$ cat src/rtl/rl_pkg.sv
// Shared reinforcement-learning definitions: action encodings, state/reward widths
// and the environment FSM state type, used by the environment, policy and accelerator stages.
package rl_pkg;

    localparam int STATE_W  = 6;
    localparam int REWARD_W = 16;
    localparam int COUNT_W  = 16;
    localparam int ACTION_W = 4;

    localparam logic [ACTION_W-1:0] ACT_UP    = 4'b0001;
    localparam logic [ACTION_W-1:0] ACT_DOWN  = 4'b0010;
    localparam logic [ACTION_W-1:0] ACT_LEFT  = 4'b0100;
    localparam logic [ACTION_W-1:0] ACT_RIGHT = 4'b1000;

    typedef enum logic [1:0] {
        ST_IDLE  = 2'd0,
        ST_READY = 2'd1,
        ST_STEP  = 2'd2,
        ST_DONE  = 2'd3
    } env_fsm_t;

endpackage

$ cat src/rtl/grid_move_calc.sv
// Combinational 8x8 grid move: candidate state, blocked flag and reward for one action.
// Obstacle handling is compiled in only when GRID_ENV_OBSTACLE_EN is defined.
module grid_move_calc
    import rl_pkg::*;
#(
    parameter logic [STATE_W-1:0]         GOAL_STATE  = 6'd63,
    parameter logic signed [REWARD_W-1:0] R_STEP      = -16'sd1,
    parameter logic signed [REWARD_W-1:0] R_GOAL      = 16'sd100,
    parameter logic signed [REWARD_W-1:0] R_WALL      = -16'sd5
`ifdef GRID_ENV_OBSTACLE_EN
    ,
    parameter logic [STATE_W-1:0]         START_STATE = 6'd0,
    parameter logic signed [REWARD_W-1:0] R_OBST      = -16'sd20
`endif
) (
    input  logic [STATE_W-1:0]         state,
    input  logic [ACTION_W-1:0]        action,
`ifdef GRID_ENV_OBSTACLE_EN
    input  logic [63:0]                obstacle_map,
`endif
    output logic [STATE_W-1:0]         cand_state,
    output logic                       blocked,
    output logic signed [REWARD_W-1:0] reward
);

    logic [2:0] row;
    logic [2:0] col;

    assign row = state[5:3];
    assign col = state[2:0];

    always_comb begin
        cand_state = state;
        blocked    = 1'b1;
        reward     = R_WALL;
        // Any code that is not exactly one of the four one-hot moves falls to the wall case.
        case (action)
            ACT_UP:    if (row != 3'd0) begin cand_state = {row - 3'd1, col}; blocked = 1'b0; end
            ACT_DOWN:  if (row != 3'd7) begin cand_state = {row + 3'd1, col}; blocked = 1'b0; end
            ACT_LEFT:  if (col != 3'd0) begin cand_state = {row, col - 3'd1}; blocked = 1'b0; end
            ACT_RIGHT: if (col != 3'd7) begin cand_state = {row, col + 3'd1}; blocked = 1'b0; end
            default:   ;
        endcase

        if (!blocked) begin
`ifdef GRID_ENV_OBSTACLE_EN
            if (obstacle_map[cand_state] && (cand_state != START_STATE) &&
                (cand_state != GOAL_STATE)) begin
                cand_state = state;
                blocked    = 1'b1;
                reward     = R_OBST;
            end else if (cand_state == GOAL_STATE) begin
                reward = R_GOAL;
            end else begin
                reward = R_STEP;
            end
`else
            reward = (cand_state == GOAL_STATE) ? R_GOAL : R_STEP;
`endif
        end
    end

endmodule

$ cat src/rtl/grid_environment.sv
// 8x8 grid-world environment: accepts one-hot actions, returns next state and reward a cycle later.
// Optional obstacle map is enabled with the GRID_ENV_OBSTACLE_EN macro.
module grid_environment
    import rl_pkg::*;
#(
    parameter logic [STATE_W-1:0]         START_STATE = 6'd0,
    parameter logic [STATE_W-1:0]         GOAL_STATE  = 6'd63,
    parameter logic [COUNT_W-1:0]         MAX_STEPS   = 16'd200,
    parameter logic signed [REWARD_W-1:0] R_STEP      = -16'sd1,
    parameter logic signed [REWARD_W-1:0] R_GOAL      = 16'sd100,
    parameter logic signed [REWARD_W-1:0] R_WALL      = -16'sd5
`ifdef GRID_ENV_OBSTACLE_EN
    ,
    parameter logic signed [REWARD_W-1:0] R_OBST      = -16'sd20
`endif
) (
    input  logic                       clk,
    input  logic                       rst_n,
    input  logic                       start,
    input  logic                       action_valid,
    input  logic [ACTION_W-1:0]        action,
`ifdef GRID_ENV_OBSTACLE_EN
    input  logic [63:0]                obstacle_map,
`endif
    output logic                       action_ready,
    output logic                       step_valid,
    output logic [STATE_W-1:0]         next_state,
    output logic signed [REWARD_W-1:0] next_reward,
    output logic                       episode_done,
    output logic [COUNT_W-1:0]         step_count
);

    function automatic logic [COUNT_W-1:0] sat_inc(input logic [COUNT_W-1:0] v);
        return (v == {COUNT_W{1'b1}}) ? v : v + 1'b1;
    endfunction

    env_fsm_t                    state_q;
    env_fsm_t                    state_d;
    logic                        hs;
    logic [STATE_W-1:0]          cand_state;
    logic                        blocked;
    logic signed [REWARD_W-1:0]  move_reward;
    logic [COUNT_W-1:0]          cnt_inc;
    logic                        terminal;
    logic                        vld_p0;

    grid_move_calc #(
        .GOAL_STATE  (GOAL_STATE),
        .R_STEP      (R_STEP),
        .R_GOAL      (R_GOAL),
        .R_WALL      (R_WALL)
`ifdef GRID_ENV_OBSTACLE_EN
        ,
        .START_STATE (START_STATE),
        .R_OBST      (R_OBST)
`endif
    ) u_move (
        .state        (next_state),
        .action       (action),
`ifdef GRID_ENV_OBSTACLE_EN
        .obstacle_map (obstacle_map),
`endif
        .cand_state   (cand_state),
        .blocked      (blocked),
        .reward       (move_reward)
    );

    // start always wins over a presented action, so ready drops combinationally with it.
    assign action_ready = (state_q == ST_READY) && !start;
    assign hs           = action_valid && action_ready;
    assign cnt_inc      = sat_inc(step_count);
    assign terminal     = (!blocked && (cand_state == GOAL_STATE)) || (cnt_inc == MAX_STEPS);
    assign step_valid   = vld_p0;

    always_comb begin
        state_d = state_q;
        if (start) begin
            state_d = ST_READY;
        end else begin
            case (state_q)
                ST_READY: if (hs) state_d = ST_STEP;
                ST_STEP:  state_d = episode_done ? ST_DONE : ST_READY;
                default:  ;
            endcase
        end
    end

    always_ff @(posedge clk or negedge rst_n) begin
        if (!rst_n) begin
            state_q <= ST_IDLE;
        end else begin
            state_q <= state_d;
        end
    end

    // Result stage: the handshake edge captures the move outcome, visible with vld_p0 next cycle.
    always_ff @(posedge clk or negedge rst_n) begin
        if (!rst_n) begin
            vld_p0       <= 1'b0;
            next_state   <= START_STATE;
            next_reward  <= '0;
            step_count   <= '0;
            episode_done <= 1'b0;
        end else if (start) begin
            vld_p0       <= 1'b1;
            next_state   <= START_STATE;
            next_reward  <= '0;
            step_count   <= '0;
            episode_done <= 1'b0;
        end else if (hs) begin
            vld_p0       <= 1'b1;
            next_state   <= cand_state;
            next_reward  <= move_reward;
            step_count   <= cnt_inc;
            episode_done <= terminal;
        end else begin
            vld_p0       <= 1'b0;
        end
    end

endmodule

$ cat config.mk
export PLATFORM = sky130hd
export DESIGN_NAME = grid_environment
export DESIGN_NICKNAME = d
export VERILOG_FILES = /design/src/rtl/rl_pkg.sv /design/src/rtl/grid_move_calc.sv /design/src/rtl/grid_environment.sv
export SDC_FILE = /design/constraint.sdc
export NUM_CORES = 1
export LEC_CHECK = 0
export ABC_AREA = 1
export BUFFER_PORTS_ARGS = -buffer_cell sky130_fd_sc_hd__buf_2
export CAP_MARGIN = 30
export CORE_UTILIZATION = 45
export CTS_CLUSTER_DIAMETER = 30
export DETAILED_ROUTE_END_ITERATION = 16
export GPL_TIMING_DRIVEN = 0
export HOLD_SLACK_MARGIN = 0.05
export PLACE_DENSITY = 0.73
export SETUP_SLACK_MARGIN = 0.02
export SLEW_MARGIN = 5
export SYNTH_ARGS = -nofsm -noshare
export SYNTH_HDL_FRONTEND = slang
export SYNTH_SLANG_ARGS = --single-unit
$ cat constraint.sdc
create_clock -name clk -period 2 [get_ports clk]
set_input_delay 0.2 -clock clk [delete_from_list [all_inputs] [get_ports clk]]
set_output_delay 0.2 -clock clk [all_outputs]
set_load 0.05 [all_outputs]
# Word-level counts from Yosys, hierarchy flattened
# Index checks and enable logic that the tools add are counted.
classes:
  multipliers: 0
  shift: 0
  div_mod_pow: 0
  reduce_logical: 11
  order_cmp: 0
  n_eq_ne: 12
  mux: 27
  bitwise: 0
  addsub: 5
op_table:
  columns: ["operator", "count"]
  rows:
  - ["$mux W16", 7]
  - ["$mux W6", 4]
  - ["$pmux W6 S4", 1]
  - ["$add A16 B1 Y16 const B", 1]
  - ["$eq A16 B16 Y1 const B", 1]
  - ["$eq A16 B8 Y1 const B", 1]
  - ["$ne A3 B3 Y1 const B", 3]
  - ["$reduce_bool A3 Y1", 3]
  - ["$mux W1", 8]
  - ["$add A3 B1 Y3 const B", 2]
  - ["$eq A6 B6 Y1 const B", 1]
  - ["$mux W2", 3]
  - ["$mux W3", 2]
  - ["$sub A3 B1 Y3 const B", 2]
  - ["$eq A4 B1 Y1 const B", 1]
  - ["$eq A4 B2 Y1 const B", 1]
  - ["$eq A4 B3 Y1 const B", 1]
  - ["$eq A4 B4 Y1 const B", 1]
  - ["$pmux W1 S4", 1]
  - ["$pmux W2 S2", 1]
  - ["$logic_and A1 B1 Y1", 3]
  - ["$eq A2 B1 Y1 const B", 1]
  - ["$eq A2 B2 Y1 const B", 1]
  - ["$logic_not A1 Y1", 2]
  - ["other kinds (3)", 3]
word_totals:
  latchBits: 0
  in_bits: 8
  memories: 0
  regBits: 42
  out_inout_bits: 41
  romBits: 0
  ram_bits: 0

# Longest topological paths before layout
# Gate-level depths: netlist of run 1.
logic_depth:
  depth_word: 8
  ltp_mapped: 14

# By module
# Synthesis of run 1 repeated with hierarchy kept, for this count alone.
hier_totals:
  hier_cells: 373
  area_unflattened_um2: 2826.5
by_module_without_submodules:
  columns: ["module", "cells_each", "area_per_inst_um2", "seq_area_each_um2", "n_inst"]
  rows:
  - ["grid_environment", 246, 2170.8, 1051.0, 1]
  - ["grid_move_calc", 127, 655.6, 0.0, 1]

# Worst setup path before layout of run 1
# No wires, ideal clock.
synth_timing:
  path_type: "reg-to-reg"
  startpoint: "register step_count[0]"
  endpoint: "register episode_done"
  setup_time_ns: 0.118
  arrival_time_ns: 1.943
  path_stages_with_launch: 15
  t_required_ns: 1.882
  setup_slack_ns: -0.061
  path_buffers: 0
  path_cell_list: "dfrtp_1 -> ha_1 -> inv_1 -> nor2_4 -> nand2_4 -> nor2_8 -> inv_4 -> nand3_1 -> nor2_1 -> nand2_1 -> nor2_1 -> nand2_1 -> nand2_1 -> nand2_1 -> nand2_1"
synth_via:
  elab_chain_len: 6
  elab_cells_between_ends: 7
  cone_classes: "1 x add/sub; 2 x eq/ne; 3 x mux; 1 x reduce/logical"
synth_lines:
  columns: ["element", "line_no", "source"]
  rows:
  - ["start, declared", "grid_environment.sv:30", "output logic [COUNT_W-1:0] step_count"]
  - ["start signal, assigned", "grid_environment.sv:114", "step_count <= cnt_inc;"]
  - ["$add A16 B1 Y16 or $eq A16 B16 Y1 (tied branches)", "grid_environment.sv:34", "return (v == {COUNT_W{1'b1}}) ? v : v + 1'b1;"]
  - ["$mux W16 (*)", "grid_environment.sv:34", null]
  - ["$eq A16 B8 Y1 (*)", "grid_environment.sv:72", "assign terminal = (!blocked && (cand_state == GOAL_STATE)) || (cnt_inc == MAX_STEPS);"]
  - ["$logic_or A1 B1 Y1 (*)", "grid_environment.sv:72", null]
  - ["$mux W1 (*)", "grid_environment.sv:110", "end else if (hs) begin"]
  - ["$mux W1 (*)", "grid_environment.sv:104", "end else if (start) begin"]
  - ["end signal, assigned", "grid_environment.sv:115", "episode_done <= terminal;"]
  - ["end, declared", "grid_environment.sv:29", "output logic episode_done,"]
# Mark *: on every way between the ends. The rest lies on a longest branch, timed or not. The select of a mux whose other input is x is not followed.
# A chain may end at the register's enable or synchronous reset.

# Worst setup path after layout of run 1
# Ends and elaborated chain as after synthesis.

==> flow_metrics.tcl, run 1 <==
set metrics [dict create \
    status "finished clean" \
    rows 24 \
    synth_nets 335 \
    top_layer_used "met4" \
    fin_crit_sh_pct 93.4 \
    clock_sinks 29 \
    pre_cts_ws_ns 0.0330 \
    ys_seq_area_share_pct 33.4 \
    drv_slew 0 \
    stdcell_count 434 \
    die_h_um 71.4 \
    start_util_pct 48.2 \
    post-dp-hpwl_um 4070 \
    clkLatencyLatePin_ns 0.28 \
    drt.antenna.violating_nets 0 \
    period_minus_slack_ns 1.87 \
    antenna_found_initial 0 \
    firstDrtPassIters 5 \
    grt-ovfl-total 0 \
    drc 0 \
    num_vias 2280 \
    grt_max_degree 30 \
    endpoint_kind "register" \
    port-buffer-count 48 \
    design_area_um2 2660 \
    ys_seq_elements 29 \
    setup_viol 0 \
    drt-vias-per-instance 5.25 \
    vdd_drop_max_v 0.000310 \
    cts-root-buf "clkbuf_8" \
    critPathKind "register to register" \
    n_fill_cell 437 \
    htreeDepth 2 \
    grt_pass1_vias 2009 \
    synth_cell_types 26 \
    power.density_nw_per_um2 609 \
    crit_fanout 5 \
    synth_area_um2 2170 \
    worst_pin_slew_ns 0.651 \
    cts_buffers 5 \
    die_x_um 71.4 \
    n_antenna_cell 0 \
    ys_warn_count 0 \
    routed_wirelength_um 5500 \
    critPathArrivalTime_ns 2.09 \
    dpl_cell_area_um2 2480 \
    first_iter_violations 134 \
    synthAdderAreaFrac_pct 4.04 \
    die_area_um2 5100 \
    skew_ns 0.00584 \
    crit_start "step_count[0]" \
    cap_violations 0 \
    place.gp.congestion 0.881 \
    hold_class "input pin to register" \
    wl_met3_um 283 \
    drive_gt1_share_pct 23.0 \
    postLayoutSetupSlackWorst_ns 0.132 \
    postSynthAreaPerCell_um2 6.78 \
    cts_max_path_buffers 2 \
    fmax_mhz 535 \
    muxShareOfSynthArea_pct 0 \
    synth_top_family_by_area "simple AND/OR/NAND/NOR gates" \
    required_ns 2.22 \
    grt_pass1_wl_um 8970 \
    seq_area_um2 728 \
    io_pins 49 \
    dr_wl_met2_um 2690 \
    cts_tree "done" \
    synth_compound_area_share_pct 12.2 \
    met1Wirelength_um 2480 \
    start_kind "register" \
    hold_viol 0 \
    syn_to_final_growth_pct 22.4 \
    synthSimpleGateAreaFrac_pct 35.8 \
    finalPower_mw 1.62 \
    hold_start "start" \
    timing.slew.headroom_pct 56.6 \
    dp.cells 420 \
    fp.coreArea_um2 4500 \
    multiInputGateArea_um2 1180 \
    power.leakage_nw 1.42 \
    synth-xor-area-share_pct 1.61 \
    fin_nets 396 \
    clk_pin_slew_worst_paths_ns 0.06 \
    synth_cells 320 \
    r2r_start "step_count[0]" \
    grtUsageTotal_pct 22.6 \
    wl_per_cell_um 12.7 \
    utilization_pct 59.0 \
]
==> report_power, final <==
| group | internal [mW] | switching (mW) |
|---|---|---|
| clock network | 0.406 | 0.223 |
| registers | 0.603 | 0.0206 |
| logic | 0.103 | 0.261 |
| total | 1.11 | 0.505 |
==> synthesized netlist by cell type <==
cell type   n  area share, %
inv_4       1           0.29
o21ai_2     1           0.40
nor2_1     33            5.7
nand3_1    35            8.1
o211ai_1    7            2.4
o21ai_0    21            4.8
nand4_1     8            2.3
ha_1        7            4.0
a22o_1      2           0.81
inv_1      42            7.3
nand2_1    89             15
nand2_2     3           0.87
dfrtp_1    29             33
xor2_1      4            1.6
nor3_1      3           0.69
a21oi_1     4           0.92
o22ai_1     6            1.7
nor2_4      2            1.0
nand2_4     1           0.52
nor2_8      1           0.92
clkbuf_1    3           0.52
buf_4      14            4.8
a32o_1      1           0.46
nor2_2      1           0.29
o21ai_1     1           0.23
a21o_1      1           0.35
==> logic make-up after synthesis <==
logic type               Yosys count
AO/OA/AOI/OAI                     44
XOR/XNOR                           4
adder cells (fa/ha/maj)            7
buffers and inverters             60
flip-flops                        29
AND/OR/NAND/NOR                  176
==> state kept, by name, summed over array words and instances, names as in the netlist <==
| register | count |
|---|---|
| step_valid | 1 |
| next_state | 6 |
| next_reward | 3 |
| episode_done | 1 |
| state_q | 2 |
| step_count | 16 |
==> metrics by stage <==
stage / TNS, ns / hold slack [ns]
6_report: 0 / 0.123
5_1_grt: -0.00490 / 0.121
4_1_cts: 0 / 0.115
3_5_place_dp: 0 / 0.270
3_3_place_gp: 0 / 0.262
2_1_floorplan: 0 / -0.0956
==> area by class of cell <==
type	count	area share [%]
multi-input combinational	231	44.4
sequential	29	27.4
timing repair buffer	54	10.8
inverter	43	6.17
buffer	17	4.38
clock buffer	7	3.25
tap	52	2.45
clock inverter	1	1.13
==> timing repair <==
item,in CTS,in global routing
endpoints found under the setup margin,0,1
hold buffers,1,0
gates resized for setup,0,3
endpoints found under the hold margin,29,0
setup buffers,0,5
==> placed cells by master (no fill, tap or decap) <==
cell           instances
a21o_1                 1
a21oi_1                4
a22o_1                 2
a32o_1                 1
buf_2                 48
buf_4                 19
bufinv_16              1
clkbuf_1               4
clkbuf_8               6
dfrtp_1               27
dfrtp_2                2
dlygate4sd3_1          1
ha_1                   6
ha_4                   1
inv_1                 42
inv_4                  1
nand2_1               89
nand2_2                3
nand2_4                1
nand3_1               35
nand4_1                8
nor2_1                32
nor2_2                 2
nor2_4                 2
nor2_8                 1
nor3_1                 3
o211ai_1               7
o21ai_0               21
o21ai_1                1
o21ai_2                1
o22ai_1                6
xor2_1                 4
==> worst max-delay path, cell delays in order (launching register included) <==
cell	delay [ns]
dfrtp_2	0.42
buf_4	0.14
nand3_1	0.19
nor2_1	0.26
nand3_1	0.10
nand2_1	0.07
nand3_1	0.10
nor2_1	0.11
nand2_1	0.06
nor2_1	0.12
nand2_1	0.07
nand2_1	0.07
nand2_1	0.05
nand2_1	0.06
==> per-layer routing <==
| layer | GRT usage [%] | up-vias |
|---|---|---|
| li1 | - | 1155 |
| met1 | 29.2 | 1035 |
| met2 | 38.4 | 82 |
| met3 | 4.92 | 8 |
| met4 | 5.78 | 0 |
| met5 | 0 | - |
==> path summary, 6_finish.rpt <==
check | endpoint | slack, ns | cells past startpoint
hold reg to reg | next_reward[2] | 0.51 | 1
setup reg to reg | episode_done | 0.13 | 13
setup / recovery | episode_done | 0.13 | 13
max in group asynchronous | step_count[0] | 1.06 | 2
hold / removal | state_q[1] | 0.12 | 2
min in group asynchronous | step_count[15] | 0.48 | 2
Power figures use the tool's default switching activity.
==> run 2: changes to the inputs <==
- clock period: 2 -> 2.1 ns (I/O delays scaled with it)
==> flow_metrics.tcl, run 2 (synthesized netlist as in run 1, its figures left out) <==
set metrics [dict create \
    status "finished clean" \
    io_pins 49 \
    wl_met3_um 327 \
    crit_fanout 8 \
    routed_wirelength_um 5550 \
    drc 0 \
    die_area_um2 5100 \
    endpoint_kind "register" \
    worst_pin_slew_ns 0.645 \
    start_util_pct 48.2 \
    grt-ovfl-total 0 \
    required_ns 2.28 \
    drive_gt1_share_pct 22.6 \
    first_iter_violations 169 \
    n_fill_cell 432 \
    grtUsageTotal_pct 22.4 \
    grt_setup_unrepaired "no" \
    rows 24 \
    utilization_pct 58.8 \
    grt_pass1_wl_um 9000 \
    port-buffer-count 48 \
    pwr-share-comb_pct 20.9 \
    switching_share_pct 30.3 \
    top_layer_used "met4" \
    timing.slew.headroom_pct 57.0 \
    fmax_mhz 523 \
    clock_sinks 29 \
    start_kind "register" \
    clkLatencyLatePin_ns 0.28 \
    p_int_mw 1.14 \
    place.gp.congestion 0.869 \
    vdd_drop_max_v 0.000319 \
    wl_per_cell_um 12.8 \
    cts_buffers 5 \
    largest_reg_flops 16 \
    stdcell_count 432 \
    reg_top3 "step_count (16), next_state (6), next_reward (3)" \
    finalSetupTns_ns 0 \
    fin_nets 394 \
    hold_start "start" \
    fin_crit_sh_pct 91.0 \
    fin_hold_ws_ns 0.115 \
    cts_max_path_buffers 2 \
    cts-root-buf "clkbuf_8" \
    die_h_um 71.4 \
    r2r_start "step_count[0]" \
    fp.coreArea_um2 4500 \
    htreeDepth 2 \
    setup_viol 0 \
    regMostFlops "step_count" \
    die_x_um 71.4 \
    cts_tree "done" \
    layout_common_cells "89 x nand2_1, 48 x buf_2, 42 x inv_1" \
    pwr-share-seq_pct 36.2 \
    skew_ns 0.00569 \
    period_minus_slack_ns 1.91 \
    grt_pass1_vias 2105 \
    clk_pin_slew_worst_paths_ns 0.07 \
    power.density_nw_per_um2 619 \
    p_clk_share_pct 42.9 \
    hold_viol 0 \
    drt-vias-per-instance 5.27 \
    post-dp-hpwl_um 4090 \
    num_vias 2277 \
    antenna_found_initial 0 \
    grt_max_degree 30 \
    power.leakage_nw 1.42 \
    p_switching_uw 497 \
    drt.antenna.violating_nets 0 \
    finalPower_mw 1.64 \
    cap_violations 0 \
    hold_class "input pin to register" \
    dp.cells 420 \
    layout_commonest_cell "nand2_1" \
    firstDrtPassIters 5 \
    met1Wirelength_um 2480 \
    crit_start "step_count[0]" \
    critPathKind "register to register" \
    n_antenna_cell 0 \
    syn_to_final_growth_pct 22.0 \
    drv_slew 0 \
    dr_wl_met2_um 2660 \
    critPathArrivalTime_ns 2.09 \
]
[run 2: layout make-up]
class                           count  area [um^2]  share of cell area (%)
Clock inverter                      3         65.1                    2.46
Tap cell                           52         65.1                    2.46
Clock buffer                        5         68.8                    2.60
Timing Repair Buffer               52          273                    10.3
Buffer                             17          116                    4.40
Multi-Input combinational cell    231         1170                    44.1
Inverter                           43          164                    6.19
Sequential cell                    29          728                    27.5
[run 2: routing by layer]
metal  vias to the layer above  GRT usage, %
met5                         -             0
met4                         0          8.89
met3                        10          5.20
met2                        84          38.9
met1                      1035          26.9
li1                       1148             -
[run 2: worst paths after layout]
| check | end | slack (ns) | cells after the start |
|---|---|---|---|
| max | episode_done | 0.19 | 14 |
| min | state_q[1] | 0.12 | 2 |
| max reg2reg | episode_done | 0.19 | 14 |
| min reg2reg | next_reward[6] | 0.52 | 2 |
| max in group asynchronous | step_count[0] | 1.16 | 2 |
| min in group asynchronous | step_count[13] | 0.49 | 2 |
[run 2: timing repair]
| action | in CTS | in global routing |
|---|---|---|
| setup buffers | 0 | 3 |
| gates resized for setup | 0 | 3 |
| endpoints found under the setup margin | 0 | 1 |
| hold buffers | 1 | 0 |
| hold endpoints to repair | 29 | 0 |
[run 2: stage by stage]
step	instance area [um^2]	setup slack (ns)
after floorplan	2170	0.0395
after global routing	2650	0.0306
after global placement	2470	0.105
final	2650	0.188
after CTS	2620	0.0696
after detailed placement	2470	0.0895
[run 2: power by group through the flow]
stage / logic [mW] / registers (mW) / clock network, mW
5_1_grt: 0.366 / 0.595 / 0.737
3_3_place_gp: 0.330 / 0.603 / 0
3_5_place_dp: 0.333 / 0.604 / 0
4_1_cts: 0.336 / 0.593 / 0.704
6_report: 0.342 / 0.593 / 0.703
2_1_floorplan: 0.212 / 0.640 / 0
[run 2: worst max-delay path, cell delays in order (launching register included)]
cell and delay (ns):
dfrtp_2 0.41, ha_2 0.25, inv_1 0.09, nor2_4 0.19, nand2_4 0.11, nor2_8 0.18
inv_4 0.08, nand3_1 0.10, nor2_1 0.06, nand2_1 0.09, nor2_1 0.05, nand2_1 0.05
nand2_1 0.04, nand2_1 0.05, nand2_1 0.05
